$ cat config.mk
export PLATFORM = sky130hd
export DESIGN_NAME = cache_mem_arbiter_flat
export DESIGN_NICKNAME = d
export VERILOG_FILES = /design/src/rtl/cache_mem_arbiter_pkg.sv /design/src/rtl/cache_mem_arbiter_if.sv /design/src/rtl/cache_mem_arbiter_starve_ctr.sv /design/src/rtl/cache_mem_arbiter.sv /design/src/flat_wrapper.sv
export SDC_FILE = /design/constraint.sdc
export NUM_CORES = 1
export LEC_CHECK = 0
export CORE_AREA = 4 4 101 103
export DETAILED_ROUTE_END_ITERATION = 16
export DIE_AREA = 0 0 105 107
export HOLD_SLACK_MARGIN = 0.15
export SLEW_MARGIN = 20
export SYNTH_ARGS = -nofsm -noshare
export SYNTH_HDL_FRONTEND = slang
export SYNTH_SLANG_ARGS = --single-unit
$ cat constraint.sdc
create_clock -name CLK -period 2.8 [get_ports CLK]
set_clock_uncertainty 0.1 [all_clocks]
set_input_delay 0.7 -clock CLK [delete_from_list [all_inputs] [get_ports CLK]]
set_output_delay 0.7 -clock CLK [all_outputs]
set_load 0.01 [all_outputs]
$ cat src/rtl/cache_mem_arbiter_pkg.sv
// Shared CPU memory types plus the cache/RAM arbiter state encoding.
package cpu_types_pkg;

  typedef logic [31:0] word_t;

  typedef enum logic [1:0] {
    FREE   = 2'd0,
    BUSY   = 2'd1,
    ACCESS = 2'd2,
    ERROR  = 2'd3
  } ramstate_t;

  typedef enum logic [1:0] {
    IDLE = 2'd0,
    DBUS = 2'd1,
    IBUS = 2'd2
  } arb_state_t;

  localparam int ARB_STARVE_LIMIT_DEFAULT = 4;

endpackage

$ cat src/rtl/cache_mem_arbiter_if.sv
// Cache request/response and RAM port bundle seen by the arbiter.
interface cache_mem_arbiter_if;
  import cpu_types_pkg::*;

  logic      iREN;
  word_t     iaddr;
  logic      iwait;
  word_t     iload;
  logic      dREN;
  logic      dWEN;
  word_t     daddr;
  word_t     dstore;
  logic      dwait;
  word_t     dload;
  logic      ramREN;
  logic      ramWEN;
  word_t     ramaddr;
  word_t     ramstore;
  word_t     ramload;
  ramstate_t ramstate;

  modport slave (
    input  iREN, iaddr, dREN, dWEN, daddr, dstore, ramload, ramstate,
    output iwait, iload, dwait, dload, ramREN, ramWEN, ramaddr, ramstore
  );

  modport master (
    output iREN, iaddr, dREN, dWEN, daddr, dstore, ramload, ramstate,
    input  iwait, iload, dwait, dload, ramREN, ramWEN, ramaddr, ramstore
  );
endinterface

$ cat src/rtl/cache_mem_arbiter_starve_ctr.sv
// Saturating count of dcache block completions seen while icache waits.
module arb_starve_ctr #(
  parameter int LIMIT = 4,
  parameter int CNT_W = 3
) (
  input  logic CLK,
  input  logic RST,
  input  logic inc,
  input  logic clr,
  output logic hit
);
  logic [CNT_W-1:0] cnt;
  logic [CNT_W-1:0] cnt_next;

  // hit fires on the increment that would make the count reach LIMIT
  assign hit = inc && (cnt >= CNT_W'(LIMIT - 1));

  always_comb begin
    cnt_next = cnt;
    if (clr || hit) begin
      cnt_next = '0;
    end else if (inc && (cnt < CNT_W'(LIMIT))) begin
      cnt_next = cnt + CNT_W'(1);
    end else begin
      cnt_next = cnt;
    end
  end

  always_ff @(posedge CLK or posedge RST) begin
    if (RST) begin
      cnt <= '0;
    end else begin
      cnt <= cnt_next;
    end
  end
endmodule

$ cat src/rtl/cache_mem_arbiter.sv
// Dcache-priority arbiter for icache/dcache onto one RAM port.
// Optional starvation guard: define ARB_STARVE_GUARD_EN.
module cache_mem_arbiter
  import cpu_types_pkg::*;
#(
  parameter int STARVE_LIMIT = ARB_STARVE_LIMIT_DEFAULT,
  parameter int CNT_W        = 3
) (
  input logic               CLK,
  input logic               RST,
  cache_mem_arbiter_if.slave bus
);
  arb_state_t state;
  arb_state_t state_next;
  logic       dreq;
  logic       ram_done;
  logic       starve_inc;
  logic       starve_clr;
  logic       starve_hit;

  assign dreq     = bus.dREN | bus.dWEN;
  assign ram_done = (bus.ramstate == ACCESS);

`ifdef ARB_STARVE_GUARD_EN
  arb_starve_ctr #(
    .LIMIT(STARVE_LIMIT),
    .CNT_W(CNT_W)
  ) u_starve (
    .CLK(CLK),
    .RST(RST),
    .inc(starve_inc),
    .clr(starve_clr),
    .hit(starve_hit)
  );
`else
  logic unused_cfg;
  assign starve_hit = 1'b0;
  assign unused_cfg = ^{starve_inc, starve_clr, CNT_W'(STARVE_LIMIT)};
`endif

  always_ff @(posedge CLK or posedge RST) begin
    if (RST) begin
      state <= IDLE;
    end else begin
      state <= state_next;
    end
  end

  always_comb begin
    state_next   = state;
    bus.ramREN   = 1'b0;
    bus.ramWEN   = 1'b0;
    bus.ramaddr  = 32'h0000_0000;
    bus.ramstore = 32'h0000_0000;
    bus.iwait    = 1'b1;
    bus.dwait    = 1'b1;
    bus.iload    = 32'h0000_0000;
    bus.dload    = 32'h0000_0000;
    starve_inc   = 1'b0;
    starve_clr   = 1'b0;
    case (state)
      IDLE: begin
        if (dreq) begin
          state_next = DBUS;
        end else if (bus.iREN) begin
          state_next = IBUS;
        end else begin
          state_next = IDLE;
        end
      end
      DBUS: begin
        bus.ramaddr  = bus.daddr;
        bus.ramstore = bus.dstore;
        bus.ramWEN   = bus.dWEN;
        bus.ramREN   = bus.dREN & ~bus.dWEN;
        bus.dwait    = ~ram_done;
        bus.dload    = bus.ramload;
        // second word of a block finishing while icache is still waiting
        starve_inc   = ram_done & bus.daddr[2] & bus.iREN;
        if (!dreq) begin
          state_next = bus.iREN ? IBUS : IDLE;
        end else if (starve_hit) begin
          state_next = IBUS;
        end else begin
          state_next = DBUS;
        end
      end
      IBUS: begin
        bus.ramaddr = bus.iaddr;
        bus.ramREN  = 1'b1;
        bus.iwait   = ~ram_done;
        bus.iload   = bus.ramload;
        if (ram_done) begin
          starve_clr = 1'b1;
          state_next = dreq ? DBUS : (bus.iREN ? IBUS : IDLE);
        end else if (!bus.iREN) begin
          state_next = dreq ? DBUS : IDLE;
        end else begin
          state_next = IBUS;
        end
      end
      default: begin
        state_next = IDLE;
      end
    endcase
  end
endmodule
$ cat src/flat_wrapper.sv
// flat-port wrapper written by rule: the top's interface ports become plain ports
module cache_mem_arbiter_flat import cpu_types_pkg::*;
#(
  parameter int STARVE_LIMIT = ARB_STARVE_LIMIT_DEFAULT,
  parameter int CNT_W        = 3
)
  (CLK, RST, bus_iREN, bus_iaddr, bus_dREN, bus_dWEN, bus_daddr, bus_dstore, bus_ramload, bus_ramstate, bus_iwait, bus_iload, bus_dwait, bus_dload, bus_ramREN, bus_ramWEN, bus_ramaddr, bus_ramstore);
  cache_mem_arbiter_if bus_i ();
  input logic CLK;
  input logic RST;
  input wire logic [$bits(bus_i.iREN)-1:0] bus_iREN;
  input wire logic [$bits(bus_i.iaddr)-1:0] bus_iaddr;
  input wire logic [$bits(bus_i.dREN)-1:0] bus_dREN;
  input wire logic [$bits(bus_i.dWEN)-1:0] bus_dWEN;
  input wire logic [$bits(bus_i.daddr)-1:0] bus_daddr;
  input wire logic [$bits(bus_i.dstore)-1:0] bus_dstore;
  input wire logic [$bits(bus_i.ramload)-1:0] bus_ramload;
  input wire logic [$bits(bus_i.ramstate)-1:0] bus_ramstate;
  output wire logic [$bits(bus_i.iwait)-1:0] bus_iwait;
  output wire logic [$bits(bus_i.iload)-1:0] bus_iload;
  output wire logic [$bits(bus_i.dwait)-1:0] bus_dwait;
  output wire logic [$bits(bus_i.dload)-1:0] bus_dload;
  output wire logic [$bits(bus_i.ramREN)-1:0] bus_ramREN;
  output wire logic [$bits(bus_i.ramWEN)-1:0] bus_ramWEN;
  output wire logic [$bits(bus_i.ramaddr)-1:0] bus_ramaddr;
  output wire logic [$bits(bus_i.ramstore)-1:0] bus_ramstore;
  assign bus_i.iREN = bus_iREN;
  assign bus_i.iaddr = bus_iaddr;
  assign bus_i.dREN = bus_dREN;
  assign bus_i.dWEN = bus_dWEN;
  assign bus_i.daddr = bus_daddr;
  assign bus_i.dstore = bus_dstore;
  assign bus_i.ramload = bus_ramload;
  assign bus_i.ramstate = bus_ramstate;
  assign bus_iwait = bus_i.iwait;
  assign bus_iload = bus_i.iload;
  assign bus_dwait = bus_i.dwait;
  assign bus_dload = bus_i.dload;
  assign bus_ramREN = bus_i.ramREN;
  assign bus_ramWEN = bus_i.ramWEN;
  assign bus_ramaddr = bus_i.ramaddr;
  assign bus_ramstore = bus_i.ramstore;
  cache_mem_arbiter #(.STARVE_LIMIT(STARVE_LIMIT), .CNT_W(CNT_W)) u_core (.CLK(CLK), .RST(RST), .bus(bus_i));
endmodule
==> results of run 1 <==
## cell usage after synthesis
library cell / instances / share of area, %
nand2b_1: 1 / 0.46
a22oi_1: 32 / 18
o21a_1: 1 / 0.56
nor3_2: 1 / 0.74
or4b_1: 1 / 0.74
and2_1: 97 / 45
buf_6: 1 / 0.83
buf_4: 1 / 0.56
nor2b_1: 32 / 15
dfrtp_1: 2 / 3.7
ha_1: 4 / 3.7
a311oi_1: 1 / 0.65
nor2_1: 1 / 0.28
o21bai_1: 1 / 0.56
nand3b_1: 1 / 0.56
clkbuf_1: 11 / 3.1
and3b_1: 1 / 0.65
inv_1: 3 / 0.83
o22ai_1: 1 / 0.46
buf_2: 8 / 3.0
and2b_1: 1 / 0.56
nand2_1: 2 / 0.56
## path summary, 6_finish.rpt
kind / start / to
worst max-delay path: bus_dWEN / bus_ramWEN
worst min-delay path: RST / u_core.state[0]
worst max register to register: u_core.state[0] / u_core.state[1]
worst min register to register: u_core.state[1] / u_core.state[0]
max in group asynchronous: RST / u_core.state[1]
min in group CLK: u_core.state[1] / u_core.state[0]
## critical path, stage by stage
cell and delay [ns]:
clkdlybuf4s50_1 0.47, buf_4 0.12, and2_1 0.11, clkdlybuf4s50_1 0.54
## power groups by stage
| stage | Sequential [mW] | Clock (mW) | Combinational (mW) |
|---|---|---|---|
| final | 0.0561 | 0.114 | 2.45 |
| after global routing | 0.0592 | 0.121 | 2.63 |
| after CTS | 0.0529 | 0.118 | 2.47 |
| after detailed placement | 0.0496 | 0 | 2.39 |
| after global placement | 0.0488 | 0 | 2.39 |
| after floorplan | 0.0456 | 0 | 1.01 |
## cell families (layout without fill, tap and decap cells)
family / count (synthesis) / in the layout / share of synthesized area (%)
simple gates: 138 / 138 / 64.3
compound gates: 36 / 36 / 20.0
buf+inv: 24 / 287 / 8.25
fa+ha+maj: 4 / 4 / 3.71
flops: 2 / 2 / 3.71
## what timing repair did
action,4_1_cts,5_1_grt
pin swaps,0,1
setup endpoints to repair,24,56
hold buffers,0,0
resized for setup,5,38
buffers inserted,0,1
cloned,1,1
hold endpoints to repair,0,0
## routing by layer
| layer | wire, um | GRT usage, % |
|---|---|---|
| met2 | 5000 | 29.3 |
| met1 | 3450 | 15.0 |
| met3 | 770 | 3.73 |
| met5 | 0 | 0 |
| met4 | 136 | 3.75 |
## cell type report
cell class | count | area (um2) | area share (%)
sequential | 2 | 52.6 | 1.19
multi-input combinational | 178 | 1230 | 27.7
tap | 111 | 139 | 3.14
inverter | 3 | 11.3 | 0.254
timing repair buffer | 281 | 2960 | 66.8
clock buffer | 3 | 41.3 | 0.932
==> results.py, run 1 <==
metrics = {
    "grt": {
        "grt_pass1_vias": 2395,
        "grt_pass1_wl_um": 13200,
        "grt_usage_pct": 14.7,
        "antenna_found_initial": 0,
        "grt_max_degree": 41,
        "overflow": 0,
    },
    "clocking": {
        "clock_path_buffers": 2,
        "cts_tree": "yes",
        "clk_latency_ns": 0.21,
        "cts_buffers": 3,
        "path_clk_slew_ns": 0.03,
        "cts_max_level": 1,
        "cts.sinks": 2,
        "clock-root-buffer": "clkbuf_8",
    },
    "pwr": {
        "power_frac_comb_pct": 93.5,
        "p_leak_nw": 2.08,
        "power_frac_seq_pct": 2.1,
        "p_sw_mw": 1.04,
        "ir_drop_v": 0.000260,
        "total_power_mw": 2.62,
        "p_int_mw": 1.58,
        "swShare_pct": 39.7,
        "clkPwrFrac_pct": 4.4,
        "powerDensity_nw_per_um2": 592,
    },
    "synthesis": {
        "synth_warnings": 0,
        "ys_seq_elements": 2,
        "synth-seq-area-share_pct": 3.71,
        "synth_nets": 343,
        "netlist_area_um2": 1350,
        "synthCells": 204,
        "syn_avg_cell_area_um2": 6.62,
        "synth.distinct_cells": 22,
    },
    "finish": {
        "postLayoutCoreUtil_pct": 48.2,
        "fillers": 909,
        "layout.nets": 608,
        "final_cell_area_um2": 4430,
        "top_register": "u_core.state",
        "n_antenna_cell": 0,
        "syn_to_final_growth_pct": 228,
        "drive_gt1_share_pct": 5.78,
        "layout_common_cells": "clkdlybuf4s50_1 (232), and2_1 (97), a22oi_1 (32), nor2b_1 (32), dlymetal6s2s_1 (30)",
        "final_common_cell": "clkdlybuf4s50_1",
        "largestRegisters": "u_core.state x2",
        "finalNonFillerCells": 578,
        "largest_reg_flops": 2,
    },
    "die": {
        "initial_core_util_pct": 14.7,
        "io_pins": 267,
        "die_h_um": 107,
        "die_x_um": 105,
        "dieArea_um2": 11200,
        "core-area_um2": 9200,
        "rows": 35,
    },
    "placement": {
        "dpl-instance-area_um2": 4210,
        "place_inst": 572,
        "dp.final_hpwl_um": 7790,
        "place.gp.congestion": 0.805,
        "post-place-ws_ns": -0.0108,
        "port_buffers": 266,
    },
    "timing": {
        "min_period_over_period_pct": 97.8,
        "drv_slew": 0,
        "rsz0062_at_grt": "false",
        "period_minus_slack_ns": 2.74,
        "slew_headroom_pct": 83.9,
        "worst_pin_slew_ns": 0.242,
        "hold_viol_final": 0,
        "timing.hold.ws_ns": 0.541,
        "tns_ns": 0,
        "fmax_mhz": 365,
        "setup_violations": 0,
        "setup_ws_ns": 0.0627,
    },
    "routing": {
        "routed_wl_um": 9360,
        "drc": 0,
        "wl_per_cell_um": 16.2,
        "vias": 2402,
        "dr.pass1.iters": 4,
        "antenna_left": 0,
        "drtIter0Drc": 68,
        "viasPerCell": 4.16,
    },
    "setup_path": {
        "path_max_fanout": 3,
        "arrival_ns": 1.94,
        "reg2reg_slack_ns": 1.28,
        "crit_type": "input port to primary output",
        "critical_path.startpoint_type": "input port",
        "worst_setup_path_end_kind": "primary output",
        "worstPathRequired_ns": 2.00,
        "r2r_cells": 3,
    },
    "run": {
        "cap_violations": 0,
    },
    "run_status": {
        "status": "finished, final reports clean",
    },
    "worst_hold_path": {
        "hold_path_class": "input port to asynchronous set/reset pin",
    },
}
(Power assumes the default switching activity.)
==> run 2: changes to the inputs <==
--- a/config.mk
+++ b/config.mk
@@ -9,6 +9,7 @@
 export DETAILED_ROUTE_END_ITERATION = 16
 export DIE_AREA = 0 0 105 107
 export HOLD_SLACK_MARGIN = 0.15
+export RECOVER_POWER = 50
 export SLEW_MARGIN = 20
 export SYNTH_ARGS = -nofsm -noshare
 export SYNTH_HDL_FRONTEND = slang
==> run 2 against run 1 <==
Clock-buffer cell count did not move. Clock power barely moved. Cell count is the same. Non-clock buffer count stayed put. Worst hold slack better by 0.13 ns. Fmax about the same. Via count is 0.25% lower. Sequential share of layout area hardly changed. Critical path depth unchanged. Total power is 0.83% lower.
==> results.py, run 2 (synthesis gave the netlist of run 1 again) <==
metrics = {
    "placement": {
        "dp.final_hpwl_um": 7790,
        "port_buffers": 266,
        "dpl-instance-area_um2": 4210,
        "place.gp.congestion": 0.805,
    },
    "routing": {
        "viasPerCell": 4.15,
        "vias": 2396,
        "antenna_left": 0,
        "drc": 0,
        "wl_per_cell_um": 16.2,
        "drtIter0Drc": 57,
        "dr.pass1.iters": 4,
        "routed_wl_um": 9370,
    },
    "grt": {
        "grt_max_degree": 41,
        "antenna_found_initial": 0,
        "overflow": 0,
        "grt_usage_pct": 14.7,
        "grt_pass1_vias": 2395,
        "grt_pass1_wl_um": 13200,
    },
    "pwr": {
        "clkPwrFrac_pct": 4.4,
        "p_int_mw": 1.56,
        "swShare_pct": 40.0,
        "p_sw_mw": 1.04,
        "ir_drop_v": 0.000260,
        "total_power_mw": 2.60,
        "power_frac_seq_pct": 2.2,
        "p_leak_nw": 2.12,
        "powerDensity_nw_per_um2": 588,
        "power_frac_comb_pct": 93.4,
    },
    "timing": {
        "period_minus_slack_ns": 2.74,
        "worst_pin_slew_ns": 0.244,
        "fmax_mhz": 365,
        "tns_ns": 0,
        "rsz0062_at_grt": "false",
        "hold_viol_final": 0,
        "min_period_over_period_pct": 97.8,
        "setup_violations": 0,
        "drv_slew": 0,
        "slew_headroom_pct": 83.7,
        "timing.hold.ws_ns": 0.671,
    },
    "setup_path": {
        "worstPathRequired_ns": 2.00,
        "worstPathCellList": "clkdlybuf4s50_1, buf_4, and2_1, clkdlybuf4s50_1",
        "critPathSlowestCell": "clkdlybuf4s50_1",
        "crit-reg2reg-launch": "u_core.state[0]",
        "crit_path_frequent_cell": "clkdlybuf4s50_1",
        "startpoint": "bus_dWEN",
        "reg2reg_slack_ns": 1.28,
        "timing.rr.end": "u_core.state[1]",
        "worst_setup_path_end_kind": "primary output",
        "cpPeakStageDelay_ns": 0.54,
        "crit_type": "input port to primary output",
        "path_max_fanout": 3,
        "arrival_ns": 1.94,
        "r2r_cells": 3,
        "critical_path.startpoint_type": "input port",
    },
    "worst_hold_path": {
        "hold-path-endpoint": "u_core.state[0]",
        "holdPathStages": 3,
        "hp-start": "u_core.state[1]",
        "hold_path_class": "register to register",
    },
    "finish": {
        "final_common_cell": "clkdlybuf4s50_1",
        "top_register": "u_core.state",
        "layout.nets": 608,
        "drive_gt1_share_pct": 5.57,
        "largestRegisters": "u_core.state x2",
        "n_antenna_cell": 0,
        "fillers": 910,
        "largest_reg_flops": 2,
        "final_cell_area_um2": 4420,
        "syn_to_final_growth_pct": 228,
        "layout_common_cells": "clkdlybuf4s50_1 (209), and2_1 (97), a22oi_1 (32), nor2b_1 (32), dlymetal6s2s_1 (29)",
    },
    "die": {
        "dieArea_um2": 11200,
        "io_pins": 267,
        "core-area_um2": 9200,
        "die_h_um": 107,
        "rows": 35,
        "initial_core_util_pct": 14.7,
        "die_x_um": 105,
    },
    "run": {
        "cap_violations": 0,
    },
    "clocking": {
        "cts_tree": "yes",
        "path_clk_slew_ns": 0.03,
        "cts_hold_buffers": 0,
        "clk_latency_ns": 0.21,
        "cts.sinks": 2,
        "cts_buffers": 3,
        "clock_path_buffers": 2,
        "clock-root-buffer": "clkbuf_8",
        "cts_max_level": 1,
    },
    "run_status": {
        "status": "finished, final reports clean",
    },
}
[run 2: cell count changes in the layout (fill, tap and decap cells not counted)]
cell,before,now
dlygate4sd3_1,0,23
clkdlybuf4s50_1,232,209
buf_4,7,6
clkbuf_1,0,1
clkdlybuf4s25_1,0,1
dlymetal6s2s_1,30,29
[run 2: repair_timing]
action | in CTS | in global routing
gates cloned | 1 | 1
setup buffers | 0 | 1
setup endpoints to repair | 24 | 56
pin swaps | 0 | 1
resized for setup | 5 | 38
[run 2: area by class of cell]
class                      count  area [um2]  share of cell area [%]
timing repair buffer         281        2950                    66.7
inverter                       3        11.3                   0.255
tap                          111         139                    3.14
clock buffer                   3        41.3                   0.934
multi-input combinational    178        1230                    27.8
sequential                     2        52.6                    1.19
[run 2: stage by stage]
step	std cells	setup slack, ns	util (%)
final	578	0.0626	48.1
after floorplan	204	0.743	-
after CTS	576	-0.0180	46.6
after detailed placement	572	-0.0108	45.8
after global routing	578	0.00258	48.1
after global placement	572	-0.0222	45.8
[run 2: layer usage]
metal | global-route usage [%] | vias to the layer above | share of wire (%)
li1 | - | 1196 | -
met1 | 15.0 | 1051 | 37
met2 | 29.3 | 139 | 54
met3 | 3.73 | 10 | 8.2
met4 | 3.75 | 0 | 1.5
met5 | 0 | - | 0
[run 2: worst max-delay path by stage]
stage	to
after floorplan	bus_ramaddr[10]
after global placement	bus_ramaddr[26]
after detailed placement	bus_ramREN
after CTS	bus_ramaddr[1]
after global routing	bus_ramaddr[12]
final	bus_ramWEN
[run 2: critical path, delay by kind of cell]
| kind | cells | cell delay (ns) |
|---|---|---|
| buffers and inverters | 3 | 1.13 |
| AND/OR/NAND/NOR | 1 | 0.11 |
[run 2: power by group through the flow]
stage          registers, mW  logic [mW]  clock network (mW)
6_report              0.0559        2.43               0.115
5_1_grt               0.0592        2.61               0.121
4_1_cts               0.0529        2.47               0.118
3_5_place_dp          0.0496        2.39                   0
3_3_place_gp          0.0488        2.39                   0
2_1_floorplan         0.0456        1.01                   0
==> run 3: changes to the inputs <==
--- a/config.mk
+++ b/config.mk
@@ -13,4 +13,5 @@
 export SLEW_MARGIN = 20
 export SYNTH_ARGS = -nofsm -noshare
 export SYNTH_HDL_FRONTEND = slang
+export SYNTH_HIERARCHICAL = 1
 export SYNTH_SLANG_ARGS = --single-unit
==> run 3 against run 2 <==
Design area down 2.0%. Synthesized area down 0.37%. Non-clock buffer count fell by 4. Die area unchanged. Global-route usage grew 0.51 points. Setup slack better by 0.018 ns. Sequential share of layout area barely moved. Critical path type unchanged. Largest cell class unchanged.
==> results.py, run 3 <==
metrics = {
    "run_status": {
        "status": "finished, final reports clean",
    },
    "grt": {
        "antenna_found_initial": 0,
        "overflow": 0,
        "grt_usage_pct": 15.2,
        "grt_pass1_wl_um": 13700,
        "grt_max_degree": 52,
        "grt_pass1_vias": 2430,
    },
    "pwr": {
        "p_leak_nw": 1.98,
        "ir_drop_v": 0.000300,
        "total_power_mw": 2.51,
        "powerDensity_nw_per_um2": 579,
    },
    "setup_path": {
        "reg2reg_slack_ns": 1.28,
        "path_max_fanout": 1,
        "arrival_ns": 1.92,
        "crit_type": "input port to primary output",
        "worst_setup_path_end_kind": "primary output",
        "critical_path.startpoint_type": "input port",
        "worstPathRequired_ns": 2.00,
    },
    "synthesis": {
        "synth.mux.area_fraction_pct": 0,
        "synth_compound_area_share_pct": 20.1,
        "async_flop_share_pct": 100,
        "synthCells": 204,
        "synth-seq-area-share_pct": 3.72,
        "post_synth_and_or_nand_nor_area_fraction_pct": 64.5,
        "synth.distinct_cells": 20,
        "synth_top_area_cell": "and2_1",
        "synth_warnings": 6,
        "netlist_area_um2": 1350,
        "synth_top_area_share_pct": 45.1,
        "syn_avg_cell_area_um2": 6.59,
        "synthXorXnorAreaFrac_pct": 0,
        "synth_top_family_by_area": "simple AND/OR/NAND/NOR gates",
        "synth_nets": 343,
        "synthTopCellsByArea": "and2_1 (45%), a22oi_1 (18%), nor2b_1 (15%), dfrtp_1 (3.7%), ha_1 (3.7%)",
        "synth_common_cells": "and2_1 (97), nor2b_1 (33), a22oi_1 (32), clkbuf_1 (12), buf_2 (8)",
        "synth_edf_count": 0,
        "synth_flop_cell": "dfrtp_1",
        "ys_seq_elements": 2,
        "synthAdderAreaFrac_pct": 3.72,
        "synth.most_common_cell": "and2_1",
    },
    "finish": {
        "n_antenna_cell": 0,
        "layout.nets": 604,
        "largest_reg_flops": 2,
        "top_register": "u_core/state",
        "final_common_cell": "clkdlybuf4s50_1",
        "drive_gt1_share_pct": 4.10,
        "layout_common_cells": "clkdlybuf4s50_1 (236), and2_1 (97), a22oi_1 (32), nor2b_1 (32), dlymetal6s2s_1 (23)",
        "syn_to_final_growth_pct": 222,
        "largestRegisters": "u_core/state x2",
        "finalNonFillerCells": 574,
    },
    "routing": {
        "dr.pass1.iters": 4,
        "drtIter0Drc": 84,
        "routed_wl_um": 9610,
        "antenna_left": 0,
        "viasPerCell": 4.11,
        "vias": 2361,
        "wl_per_cell_um": 16.7,
        "drc": 0,
    },
    "timing": {
        "min_period_over_period_pct": 97.1,
        "drv_slew": 0,
        "setup_violations": 0,
        "fmax_mhz": 368,
        "rsz0062_at_grt": "true",
        "period_minus_slack_ns": 2.72,
        "slew_headroom_pct": 84.6,
        "hold_viol_final": 0,
        "worst_pin_slew_ns": 0.230,
    },
    "clocking": {
        "cts_hold_buffers": 0,
        "clock-root-buffer": "clkbuf_8",
        "cts_tree": "yes",
        "clk_latency_ns": 0.21,
        "cts_max_level": 1,
        "path_clk_slew_ns": 0.03,
        "clock_path_buffers": 2,
        "cts_buffers": 3,
        "cts.sinks": 2,
    },
    "die": {
        "core-area_um2": 9200,
        "dieArea_um2": 11200,
        "rows": 35,
        "die_x_um": 105,
        "die_h_um": 107,
        "io_pins": 267,
        "initial_core_util_pct": 14.6,
    },
    "placement": {
        "port_buffers": 266,
        "place_inst": 567,
        "place.gp.congestion": 0.857,
        "dp.final_hpwl_um": 7850,
    },
    "run": {
        "cap_violations": 0,
    },
    "worst_hold_path": {
        "hold_path_class": "input port to asynchronous set/reset pin",
    },
}
-- run 3: worst paths after layout --
| check | startpoint | to | depth (start not counted) |
|---|---|---|---|
| max in group asynchronous | RST | u_core/state[0] | 2 |
| min in group CLK | u_core/state[0] | u_core/state[0] | 3 |
| worst min-delay path | RST | u_core/state[1] | 2 |
| worst max-delay path | bus_daddr[12] | bus_ramaddr[12] | 4 |
| worst max register to register | u_core/state[0] | u_core/state[1] | 3 |
| worst min register to register | u_core/state[0] | u_core/state[0] | 3 |
-- run 3: logic make-up after synthesis --
group / after synthesis
buf+inv: 24
simple gates: 138
fa+ha+maj: 4
flops: 2
compound gates: 36
-- run 3: cell type report --
cell class / count / area (um2)
Clock buffer: 3 / 41.3
Fill cell: 903 / 4860
Inverter: 3 / 11.3
Multi-Input combinational cell: 178 / 1210
Sequential cell: 2 / 51.3
Tap cell: 111 / 139
Timing Repair Buffer: 277 / 2880
-- run 3: report_power, final --
group          internal (mW)  leakage (nW)  switching [mW]  total [mW]
sequential            0.0404        0.0244          0.0135      0.0539
combinational           1.36          1.94           0.981        2.34
clock                 0.0909        0.0216          0.0233       0.114
-- run 3: metrics by stage --
stage | util, % | hold WS [ns] | cell area, um2 | TNS, ns | worst slack [ns]
floorplan | - | 0.341 | 1350 | 0 | 0.746
global placement | 45.2 | 0.653 | 4160 | -0.0332 | -0.0332
detailed placement | 45.2 | 0.651 | 4160 | -0.0556 | -0.0556
CTS | 45.7 | 0.541 | 4210 | -0.00220 | -0.00220
global route | 47.2 | 0.687 | 4340 | -0.0194 | -0.0129
finish | 47.2 | 0.677 | 4340 | 0 | 0.0804
-- run 3: what timing repair did --
item,4_1_cts,5_1_grt
pin swaps,0,0
setup endpoints to repair,46,53
cloned,0,2
buffers inserted,0,2
gates resized for setup,7,27
-- run 3: worst max-delay path, stage by stage --
cell	delay [ns]
clkdlybuf4s50_1	0.49
a22oi_1	0.07
nor2b_1	0.11
clkdlybuf4s50_1	0.55
-- run 3: metal layers --
layer	vias to the layer above	part of all wire (%)	track usage (%)
met1	1054	38	16.2
li1	1195	-	-
met2	104	55	30.7
met5	-	0	0
met3	8	6.4	3.43
met4	0	0.96	1.97
